[src/rtl/ntt_addr_seq.sv]
// rtl/ntt_addr_seq.sv - stage/group/butterfly loop sequencer for the 1024-point NTT/INTT address generator
//
// Walks every stage of an NTT (p high to low) or INTT (p low to high) and
// issues one address tuple per accepted cycle for the downstream 4-BFU
// address generator. An optional bubble of STAGE_GAP cycles separates stages.
//
// Ports:
//   clk, rst        clock, synchronous active-high reset
//   start           begin a pass (ignored while busy or in the done cycle)
//   intt_mode       1=INTT, 0=NTT, latched at accepted start
//   bitrev_en       bit-reversed addressing on first stage, latched at start
//   stall           downstream not ready, current tuple held
//   k, i, p         group index, intra-group index (BFU units), stage exponent
//   cnt_addr_gen    flat tuple counter within the stage
//   ntt_flag, rev   latched mode, bit-reverse select for current tuple
//   addr_vld        tuple valid
//   stage_last      tuple is the last of its stage
//   busy, done      pass in progress, one-cycle end-of-pass pulse
module ntt_addr_seq #(
  parameter int N_LOG2    = 10,
  parameter int BFU_NUM   = 4,
  parameter int STAGE_GAP = 6
) (
  input  logic                                    clk,
  input  logic                                    rst,
  input  logic                                    start,
  input  logic                                    intt_mode,
  input  logic                                    bitrev_en,
  input  logic                                    stall,
  output logic [N_LOG2-2:0]                       k,
  output logic [N_LOG2-2:0]                       i,
  output logic [$clog2(N_LOG2)-1:0]               p,
  output logic [N_LOG2-$clog2(2*BFU_NUM)-1:0]     cnt_addr_gen,
  output logic                                    ntt_flag,
  output logic                                    rev,
  output logic                                    addr_vld,
  output logic                                    stage_last,
  output logic                                    busy,
  output logic                                    done
);

  localparam int KW = N_LOG2 - 1;
  localparam int PW = $clog2(N_LOG2);
  localparam int CW = N_LOG2 - $clog2(2 * BFU_NUM);
  localparam int GW = (STAGE_GAP > 1) ? $clog2(STAGE_GAP) : 1;

  localparam logic [CW-1:0] CNT_LAST   = '1;
  localparam logic [PW-1:0] STAGE_LAST = PW'(N_LOG2 - 1);
  localparam logic [GW-1:0] GAP_LAST   = (STAGE_GAP > 0) ? GW'(STAGE_GAP - 1) : '0;

  typedef enum logic [1:0] {IDLE, RUN, GAP, DONE} state_t;

  state_t          state, state_n;
  logic [PW-1:0]   stage_idx, stage_idx_n;
  logic [GW-1:0]   gap_cnt, gap_cnt_n;

  logic [KW-1:0]   k_n, i_n;
  logic [PW-1:0]   p_n;
  logic [CW-1:0]   cnt_n;
  logic            flag_n, rev_n, vld_n, last_n, busy_n, done_n;

  logic            accept, stage_end, pass_end, gap_end;
  logic [KW-1:0]   i_max;

  assign accept    = (state == RUN) && !stall;
  assign stage_end = accept && (cnt_addr_gen == CNT_LAST);
  assign pass_end  = stage_end && (stage_idx == STAGE_LAST);
  assign gap_end   = (state == GAP) && (gap_cnt == GAP_LAST);

  // Groups of J = 2^p butterflies span J/BFU_NUM tuples; only meaningful for p >= 2.
  assign i_max = (KW'(1) << (p - PW'(2))) - KW'(1);

  always_ff @(posedge clk) begin
    if (rst) state <= IDLE;
    else     state <= state_n;
  end

  always_comb begin
    state_n = state;
    case (state)
      IDLE: if (start) state_n = RUN;
      RUN: begin
        if (pass_end)                        state_n = DONE;
        else if (stage_end && STAGE_GAP > 0) state_n = GAP;
      end
      GAP:  if (gap_end) state_n = RUN;
      DONE: state_n = IDLE;
      default: state_n = IDLE;
    endcase
  end

  // Next values of the registered outputs and counters.
  always_comb begin
    k_n         = k;
    i_n         = i;
    p_n         = p;
    cnt_n       = cnt_addr_gen;
    flag_n      = ntt_flag;
    rev_n       = rev;
    vld_n       = addr_vld;
    last_n      = stage_last;
    busy_n      = busy;
    done_n      = 1'b0;
    stage_idx_n = stage_idx;
    gap_cnt_n   = gap_cnt;
    case (state)
      IDLE: begin
        if (start) begin
          flag_n      = intt_mode;
          rev_n       = bitrev_en;
          busy_n      = 1'b1;
          vld_n       = 1'b1;
          last_n      = 1'b0;
          p_n         = intt_mode ? '0 : STAGE_LAST;
          k_n         = '0;
          i_n         = '0;
          cnt_n       = '0;
          stage_idx_n = '0;
        end
      end
      RUN: begin
        if (stage_end) begin
          k_n    = '0;
          i_n    = '0;
          cnt_n  = '0;
          rev_n  = 1'b0;
          last_n = 1'b0;
          if (pass_end) begin
            p_n    = '0;
            vld_n  = 1'b0;
            busy_n = 1'b0;
            done_n = 1'b1;
          end else begin
            p_n         = ntt_flag ? p + PW'(1) : p - PW'(1);
            stage_idx_n = stage_idx + PW'(1);
            gap_cnt_n   = '0;
            vld_n       = (STAGE_GAP == 0);
          end
        end else if (accept) begin
          cnt_n  = cnt_addr_gen + CW'(1);
          last_n = (cnt_addr_gen == CNT_LAST - CW'(1));
          if (p >= PW'(2)) begin
            if (i == i_max) begin
              i_n = '0;
              k_n = k + KW'(1);
            end else begin
              i_n = i + KW'(1);
            end
          end else begin
            k_n = k + KW'(1);
          end
        end
      end
      GAP: begin
        gap_cnt_n = gap_cnt + GW'(1);
        if (gap_end) vld_n = 1'b1;
      end
      default: ;
    endcase
  end

  always_ff @(posedge clk) begin
    if (rst) begin
      k            <= '0;
      i            <= '0;
      p            <= '0;
      cnt_addr_gen <= '0;
      ntt_flag     <= 1'b0;
      rev          <= 1'b0;
      addr_vld     <= 1'b0;
      stage_last   <= 1'b0;
      busy         <= 1'b0;
      done         <= 1'b0;
      stage_idx    <= '0;
      gap_cnt      <= '0;
    end else begin
      k            <= k_n;
      i            <= i_n;
      p            <= p_n;
      cnt_addr_gen <= cnt_n;
      ntt_flag     <= flag_n;
      rev          <= rev_n;
      addr_vld     <= vld_n;
      stage_last   <= last_n;
      busy         <= busy_n;
      done         <= done_n;
      stage_idx    <= stage_idx_n;
      gap_cnt      <= gap_cnt_n;
    end
  end

endmodule

[config.mk]
export PLATFORM = sky130hd
export DESIGN_NAME = ntt_addr_seq
export DESIGN_NICKNAME = d
export VERILOG_FILES = /design/src/rtl/ntt_addr_seq.sv
export SDC_FILE = /design/constraint.sdc
export NUM_CORES = 1
export LEC_CHECK = 0
export CAP_MARGIN = 20
export CORE_ASPECT_RATIO = 0.7
export CORE_UTILIZATION = 35
export CTS_BUF_LIST = sky130_fd_sc_hd__clkbuf_8
export DETAILED_ROUTE_END_ITERATION = 8
export PLACE_DENSITY = 0.65
export RECOVER_POWER = 25
export SLEW_MARGIN = 20
export SYNTH_ARGS = -nofsm -noshare
export SYNTH_HDL_FRONTEND = slang
export SYNTH_SLANG_ARGS = --single-unit
[constraint.sdc]
create_clock -name clk -period 4.65 [get_ports clk]
set_input_delay 0.93 -clock clk [delete_from_list [all_inputs] [get_ports clk]]
set_output_delay 0.93 -clock clk [all_outputs]
set_load 0.1 [all_outputs]
==> qor_table.md, run 1 <==
| Item | This run | Unit |
| --- | --- | --- |
| Final weighted congestion of routability-driven global placement | 0.819 | - |
| Largest family of logic cells by synthesized area | simple AND/OR/NAND/NOR gates | - |
| Total half-perimeter wirelength after legalization and detailed placement | 4.52 | mm |
| Cts hold-fix bufs | 0 | - |
| Global-route wire length before repair | 10.7 | mm |
| Core Box Area | 7320 | µm² |
| Worst slew pin tran | 978 | ps |
| Nets | 395 | - |
| Post-synth design cell area | 2650 | µm² |
| Required time of the critical path | 4880 | ps |
| Parity-gate share of the synthesized area counting xor and xnor cells | 0.0594 | - |
| Number of buffer and inverter instances along the worst setup path | 3 | - |
| Row Count | 26 | - |
| DIE HEIGHT | 74.8 | µm |
| Leading cell types in the layout, fill and taps excluded | sky130_fd_sc_hd__dfxtp_1 (44), sky130_fd_sc_hd__nor2_1 (39), sky130_fd_sc_hd__clkdlybuf4s50_1 (38), sky130_fd_sc_hd__nand2_1 (37), sky130_fd_sc_hd__a21oi_1 (30) | - |
| Arithmetic-cell share of the synthesized area counting full adders, half adders and majority gates | 0.0642 | - |
| Largest area contributor in the synthesized netlist | sky130_fd_sc_hd__dfxtp_1 | - |
| Antenna violations before repair | 0 | - |
| Final worst clock skew | 8.78 | ps |
| Signal arrival time at the worst endpoint | 4020 | ps |
| Routed via count | 2,522 | - |
| Pwr dens | 292 | nW/µm² |
| Final Instance Area | 3220 | µm² |
| Clock slew at the register clock pins of the worst setup and hold paths | 90 | ps |
| Biggest area contributors in the synthesized netlist | sky130_fd_sc_hd__dfxtp_1 (33%), sky130_fd_sc_hd__a21oi_1 (5.7%), sky130_fd_sc_hd__ha_1 (5.7%), sky130_fd_sc_hd__nor2_1 (5.5%), sky130_fd_sc_hd__nand2_1 (5.2%) | - |
| Number of I/O pins | 41 | - |
| Master cell of the clock root buffer | sky130_fd_sc_hd__clkbuf_8 | - |
| CTS tree | built | - |
| Internal power | 0.615 | mW |
| Total setup buffers inserted after CTS | 0 | - |
| CP max stage cell | sky130_fd_sc_hd__dfxtp_1 | - |
| Area fraction in and, or, nand and nor cells after synthesis | 0.302 | - |
| Ys async rst share | 0 | - |
| Post-CTS sizing | 0 | - |
| Final wirelength | 6.35 | mm |
| Avg Cell Area, Syn | 7.67 | µm² |
| Max-Cap Viols | 0 | - |
| Port bufs | 40 | - |
| Starting DRT DRC Count | 120 | - |
| Effective utilization at floorplan | 0.362 | - |
| Largest delay contributor family on the critical path | simple AND/OR/NAND/NOR gates | - |
| Mux share of post-synthesis cell area | 0.0193 | - |
| Switching part of the total | 0.347 | - |
| Max-slew headroom | 0.346 | - |
| Share of the synthesized area in the top cell type | 0.332 | - |
| Warnings from Yosys | 0 | - |
| Sum of negative setup slack | 0 | ps |
| Commonest non-fill, non-tap cell in the layout | sky130_fd_sc_hd__dfxtp_1 | - |
| Share of final-layout standard cells stronger than drive strength 1 | 0.0504 | - |
| Diodes inserted | 0 | - |
| Post-synth EDFFs | 0 | - |
| Number of hold-slack violations in the final timing report | 0 | - |
| Filler cell count in the final layout | 742 | - |
| Leakage power | 1.11 | nW |
| Slowest stage delay, CP | 550 | ps |
| Placed standard-cell area | 3110 | µm² |
| Outcome | completed | - |
| Gr ovfl total | 0 | - |
| Number of distinct library cell variants in the gate-level netlist after synthesis | 47 | - |
| Complex-gate fraction of the synthesized area | 0.168 | - |
| Sequential fraction of the synthesis area | 0.332 | - |
| Worst-Skew Late Latency | 310 | ps |
| Detail Route Antenna Nets | 0 | - |
| Combinational Power Share | 0.244 | - |
| Post-layout minimum cycle time | 3780 | ps |
| Post-detailed-route wirelength per cell | 13.4 | µm |
| Post-synthesis instance total | 346 | - |
| Area added between synthesis and finish | 21.5 | % |
| Largest voltage drop on the vdd net | 0.141 | mV |
| Sequential fraction of design power | 0.428 | - |
| Synthesized netlist net count | 365 | - |
| Buffer levels on the longest clock path | 2 | - |
| Post-DR vias/cell | 5.31 | - |
| Largest fanout on the critical path | 28 | - |
| Final Max Slew Viols | 0 | - |
| Share of the clock period used by the worst path after layout | 0.814 | - |
| Worst hold path class | flip-flop to flip-flop | - |
| Flip-flop and latch count after synthesis | 44 | - |
| Maximum number of pins on one net before global-route repair | 42 | - |
| Setup repair after global routing missed its margin | false | - |
| Cts bufs inserted | 5 | - |
| Die area | 7940 | µm² |
| Power share of the clock group | 0.328 | - |
| Start-to-end type of the worst setup path | flip-flop to flip-flop | - |
| Number of sinks handled by clock tree synthesis | 44 | - |
| Number of search-and-repair iterations in the first detailed-routing pass | 6 | - |
| Number of levels the H-tree was split into | 2 | - |
| Number of endpoints failing setup at the final stage | 0 | - |
| Net Switching | 0.327 | mW |
| Vias in the first global route | 2,268 | - |
| Cell breakdown of the critical path | inv_1 -> ha_1 -> xnor2_1 -> buf_4 -> nand4_1 -> ha_1 -> nor2_1 -> and3_1 -> a311oi_1 -> xnor2_1 -> or4_1 -> buf_4 -> or4_1 -> a31oi_1 | - |
| Startpoint type of the worst setup path | flip-flop | - |
| Synth Flop Type | sky130_fd_sc_hd__dfxtp_1 | - |
| Sort of element at the end of the critical path | flip-flop | - |
| Horizontal extent of the die | 106 | µm |
| Total GRT Usage | 0.168 | - |
| Max Clock Freq | 264 | MHz |
| Total DRC errors in the routed layout | 0 | - |
==> area by class of cell <==
cell class | instances | area [µm²] | area share
Multi-Input combinational cell | 268 | 1630 | 0.504
Sequential cell | 44 | 881 | 0.273
Tap cell | 98 | 123 | 0.0380
Clock buffer | 5 | 68.8 | 0.0214
Timing Repair Buffer | 45 | 434 | 0.135
Clock inverter | 3 | 46.3 | 0.0144
Inverter | 12 | 45.0 | 0.0140
==> Yosys cell counts (4+ instances only) <==
library cell	number
sky130_fd_sc_hd__a31oi_1	11
sky130_fd_sc_hd__or3_1	4
sky130_fd_sc_hd__ha_1	12
sky130_fd_sc_hd__nand2_1	37
sky130_fd_sc_hd__nor2_1	39
sky130_fd_sc_hd__nand2b_1	6
sky130_fd_sc_hd__xnor2_1	10
sky130_fd_sc_hd__clkbuf_1	13
sky130_fd_sc_hd__mux2i_1	4
sky130_fd_sc_hd__a21oi_1	30
sky130_fd_sc_hd__nor3_1	12
sky130_fd_sc_hd__nor4_1	5
sky130_fd_sc_hd__nand4_1	15
sky130_fd_sc_hd__nor2b_1	5
sky130_fd_sc_hd__inv_1	12
sky130_fd_sc_hd__nand3_1	21
sky130_fd_sc_hd__xor2_1	8
sky130_fd_sc_hd__o21ai_0	6
sky130_fd_sc_hd__dfxtp_1	44
==> power by group through the flow <==
stage	Sequential [mW]	Clock, mW	Combinational (mW)
floorplan	0.471	0	0.122
global placement	0.412	0	0.228
detailed placement	0.412	0	0.231
CTS	0.403	0.315	0.231
global route	0.406	0.332	0.248
finish	0.403	0.309	0.230
==> registers in the layout, summed over array words and instances (netlist names) <==
name,cells
addr_vld,1
busy,1
cnt_addr_gen,7
done,1
gap_cnt,3
i,9
k,9
ntt_flag,1
p,4
rev,1
stage_idx,4
stage_last,1
state,2
==> per-stage QoR <==
step                      power [mW]  instances  hold WS [ps]  utilization  setup WS [ps]
after CTS                      0.950        475           477        0.441            879
after floorplan                0.593        346           473            -            482
after detailed placement       0.643        467           462        0.425            912
final                          0.942        475           475        0.440            866
after global placement         0.639        467           459        0.425           1070
after global routing           0.986        475           480        0.440            584
==> metal layers <==
metal	share of wire	track usage	vias up
li1	-	-	1292
met5	0	0	-
met3	0.058	0.0390	9
met1	0.50	0.225	1150
met4	0.0094	0.0494	0
met2	0.44	0.274	71
==> logic make-up (layout without fill, tap and decap cells) <==
family	Yosys count	count (layout)
DFF	44	44
muxes	5	5
AOI/OAI and AO/OA	70	70
adders and majority gates	13	13
buffers and inverters	34	65
xor gates and xnor gates	18	18
and+or+nand+nor	162	162
==> worst paths after layout <==
path,to,slack (ps),startpoint,cells after the start
worst min register to register,rev,480,rev,2
worst max-delay path,k[6],870,p[1],14
worst min-delay path,rev,480,rev,2
worst max register to register,k[6],870,p[1],14
==> worst min-delay path, stage by stage, from the launching register on <==
cell and delay [ps]:
sky130_fd_sc_hd__dfxtp_1 330, sky130_fd_sc_hd__nand2_1 60, sky130_fd_sc_hd__a21oi_1 50
Note: power is estimated with default switching activity, not from simulation.
==> inputs of run 2 (changes only) <==
==> constraint.sdc (replaced) <==
create_clock -name clk -period 3.74 [get_ports clk]
set_input_delay 0.748 -clock clk [delete_from_list [all_inputs] [get_ports clk]]
set_output_delay 0.748 -clock clk [all_outputs]
set_load 0.1 [all_outputs]
==> qor_table.md, run 2 (same netlist as run 1, synthesis figures left out) <==
| Item | This run | Unit | Change |
| --- | --- | --- | --- |
| Pwr dens | 360 | nW/µm² | +23% |
| Total setup buffers inserted after CTS | 0 | - | unchanged |
| Largest fanout on the critical path | 12 | - | -57% |
| Final worst clock skew | 7.26 | ps | -1.52 ps |
| Cts bufs inserted | 5 | - | unchanged |
| Number of cells traversed by the worst register-to-register path | 11 | - | -3 |
| Total half-perimeter wirelength after legalization and detailed placement | 4.65 | mm | +2.9% |
| Final weighted congestion of routability-driven global placement | 0.831 | - | +1.5% |
| Port bufs | 40 | - | unchanged |
| Commonest non-fill, non-tap cell in the layout | sky130_fd_sc_hd__dfxtp_1 | - |  |
| Buffer levels on the longest clock path | 2 | - | unchanged |
| Detail Route Antenna Nets | 0 | - | unchanged |
| CTS tree | built | - |  |
| Worst-Skew Late Latency | 310 | ps | about the same |
| Post-layout minimum cycle time | 3470 | ps | -310 ps |
| Total placed cells including tap cells | 471 | - | +0.86% |
| Total GRT Usage | 0.173 | - | +0.00556 |
| Max-Cap Viols | 0 | - | unchanged |
| Critical path launch point | p[1] | - |  |
| Die area | 7940 | µm² | unchanged |
| Horizontal extent of the die | 106 | µm | unchanged |
| Largest voltage drop on the vdd net | 0.159 | mV | +13% |
| Area added between synthesis and finish | 22.6 | % |  |
| Vias in the first global route | 2,337 | - | +3.0% |
| Largest registers | i x9, k x9, cnt_addr_gen x7 | - |  |
| Max-slew headroom | 0.346 | - | +0.000675 |
| Gr ovfl total | 0 | - | unchanged |
| Worst reg2reg path startpoint | p[1] | - |  |
| Footprint of the flip-flops and latches | 886 | µm² | +0.57% |
| Number of endpoints failing setup at the final stage | 0 | - | unchanged |
| Signal arrival time at the worst endpoint | 3720 | ps | -300 ps |
| Starting DRT DRC Count | 156 | - | +30% |
| Leakage power | 1.14 | nW | +2.3% |
| Number of search-and-repair iterations in the first detailed-routing pass | 4 | - | -2 |
| Number of I/O pins | 41 | - | unchanged |
| Cts hold-fix bufs | 0 | - | unchanged |
| Worst hold path stage count | 2 | - | unchanged |
| Filler cell count in the final layout | 734 | - | -1.1% |
| Final wirelength | 6.54 | mm | +3.0% |
| Diodes inserted | 0 | - | unchanged |
| Final cell count without fillers | 479 | - | +0.84% |
| DIE HEIGHT | 74.8 | µm | unchanged |
| Worst slew pin tran | 977 | ps | -1.01 ps |
| Start-to-end type of the worst setup path | flip-flop to flip-flop | - |  |
| Post-DR vias/cell | 5.29 | - | -0.40% |
| Share of final-layout standard cells stronger than drive strength 1 | 0.0630 | - | +0.0126 |
| Global-route wire length before repair | 11.0 | mm | +3.6% |
| Routed via count | 2,533 | - | +0.44% |
| Nets | 399 | - | +1.0% |
| Sum of negative setup slack | 0 | ps | unchanged |
| Post-CTS sizing | 0 | - | unchanged |
| Required time of the critical path | 3980 | ps | -900 ps |
| Sort of element at the end of the critical path | flip-flop | - |  |
| Number of hold-slack violations in the final timing report | 0 | - | unchanged |
| Setup repair after global routing missed its margin | false | - |  |
| Startpoint type of the worst setup path | flip-flop | - |  |
| Total DRC errors in the routed layout | 0 | - | unchanged |
| Number of levels the H-tree was split into | 2 | - | unchanged |
| Number of sinks handled by clock tree synthesis | 44 | - | unchanged |
| Start point of the worst min-delay path | rev | - |  |
| Master cell of the clock root buffer | sky130_fd_sc_hd__clkbuf_8 | - |  |
| Outcome | completed | - |  |
| Effective utilization at floorplan | 0.362 | - | unchanged |
| Area of combinational cells with multiple inputs | 1630 | µm² | +0.46% |
| Max Clock Freq | 288 | MHz | +8.9% |
| Maximum number of pins on one net before global-route repair | 41 | - | -2.4% |
| Row Count | 26 | - | unchanged |
| Core Box Area | 7320 | µm² | unchanged |
| Antenna violations before repair | 0 | - | unchanged |
| Clock slew at the register clock pins of the worst setup and hold paths | 90 | ps | about the same |
| Share of the clock period used by the worst path after layout | 0.929 | - | +0.115 |
| Final Max Slew Viols | 0 | - | unchanged |
| Worst hold path class | flip-flop to flip-flop | - |  |
| Post-detailed-route wirelength per cell | 13.6 | µm | +2.1% |
| Leading cell types in the layout, fill and taps excluded | sky130_fd_sc_hd__dfxtp_1 (42), sky130_fd_sc_hd__nor2_1 (39), sky130_fd_sc_hd__clkdlybuf4s50_1 (38), sky130_fd_sc_hd__nand2_1 (37), sky130_fd_sc_hd__a21oi_1 (30) | - |  |
| Register-to-register path setup slack | 270 | ps | -600 ps |
run 2: changes by cell type in the layout (fill, tap and decap cells not counted), sizes merged:
cell	previous run	this run
buf	4	6
clkbuf	6	8
clkinv	0	1
clkinvlp	1	0
run 2: cell type report:
class	instances	area share
inverter	12	0.0138
clock buffer	5	0.0212
clock inverter	3	0.0127
timing repair buffer	49	0.140
multi-input combinational	268	0.502
sequential	44	0.272
tap	98	0.0377
run 2: worst max-delay path, stage by stage, from the launching register on:
cell and delay, ps:
sky130_fd_sc_hd__dfxtp_4 420, sky130_fd_sc_hd__inv_1 90, sky130_fd_sc_hd__ha_1 410, sky130_fd_sc_hd__nand4_1 150
sky130_fd_sc_hd__ha_1 330, sky130_fd_sc_hd__nor2_1 90, sky130_fd_sc_hd__and3_1 180, sky130_fd_sc_hd__a311oi_1 290
sky130_fd_sc_hd__xnor2_1 120, sky130_fd_sc_hd__or4_1 590, sky130_fd_sc_hd__or4_1 570, sky130_fd_sc_hd__a31oi_1 170
run 2: worst paths after layout:
| path | end |
|---|---|
| worst min register to register | rev |
| worst max register to register | k[6] |
| worst min-delay path | rev |
| worst max-delay path | k[6] |
run 2: report_power, final:
group	total (mW)	switching, mW	internal, mW
clock network	0.374	0.176	0.198
logic	0.295	0.208	0.0877
registers	0.501	0.0203	0.481
total	1.17	0.404	0.767
run 2: metrics by stage:
stage               utilization  hold slack, ps  setup slack [ps]  power [mW]  area (µm²)
finish                    0.444             483               266        1.17        3250
global route              0.444             499              1.81        1.23        3250
global placement          0.430             461               385       0.801        3150
floorplan                     -             473              49.6       0.737        2660
CTS                       0.445             485               178        1.18        3260
detailed placement        0.430             472               229       0.805        3150
run 2: per-layer routing:
layer	vias up	global-route usage	wire length, µm
met2	74	0.274	2830
met3	7	0.0320	366
met5	-	0	0
li1	1315	-	-
met1	1137	0.243	3300
met4	0	0.0525	48
==> inputs of run 3 (changes only) <==
--- a/config.mk
+++ b/config.mk
@@ -5,7 +5,7 @@
 export SDC_FILE = /design/constraint.sdc
 export NUM_CORES = 1
 export LEC_CHECK = 0
-export CAP_MARGIN = 20
+export CAP_MARGIN = 15
 export CORE_ASPECT_RATIO = 0.7
 export CORE_UTILIZATION = 35
 export CTS_BUF_LIST = sky130_fd_sc_hd__clkbuf_8
==> results of run 3 <==
Final layout, timing and power as in run 2 (identical DEF).
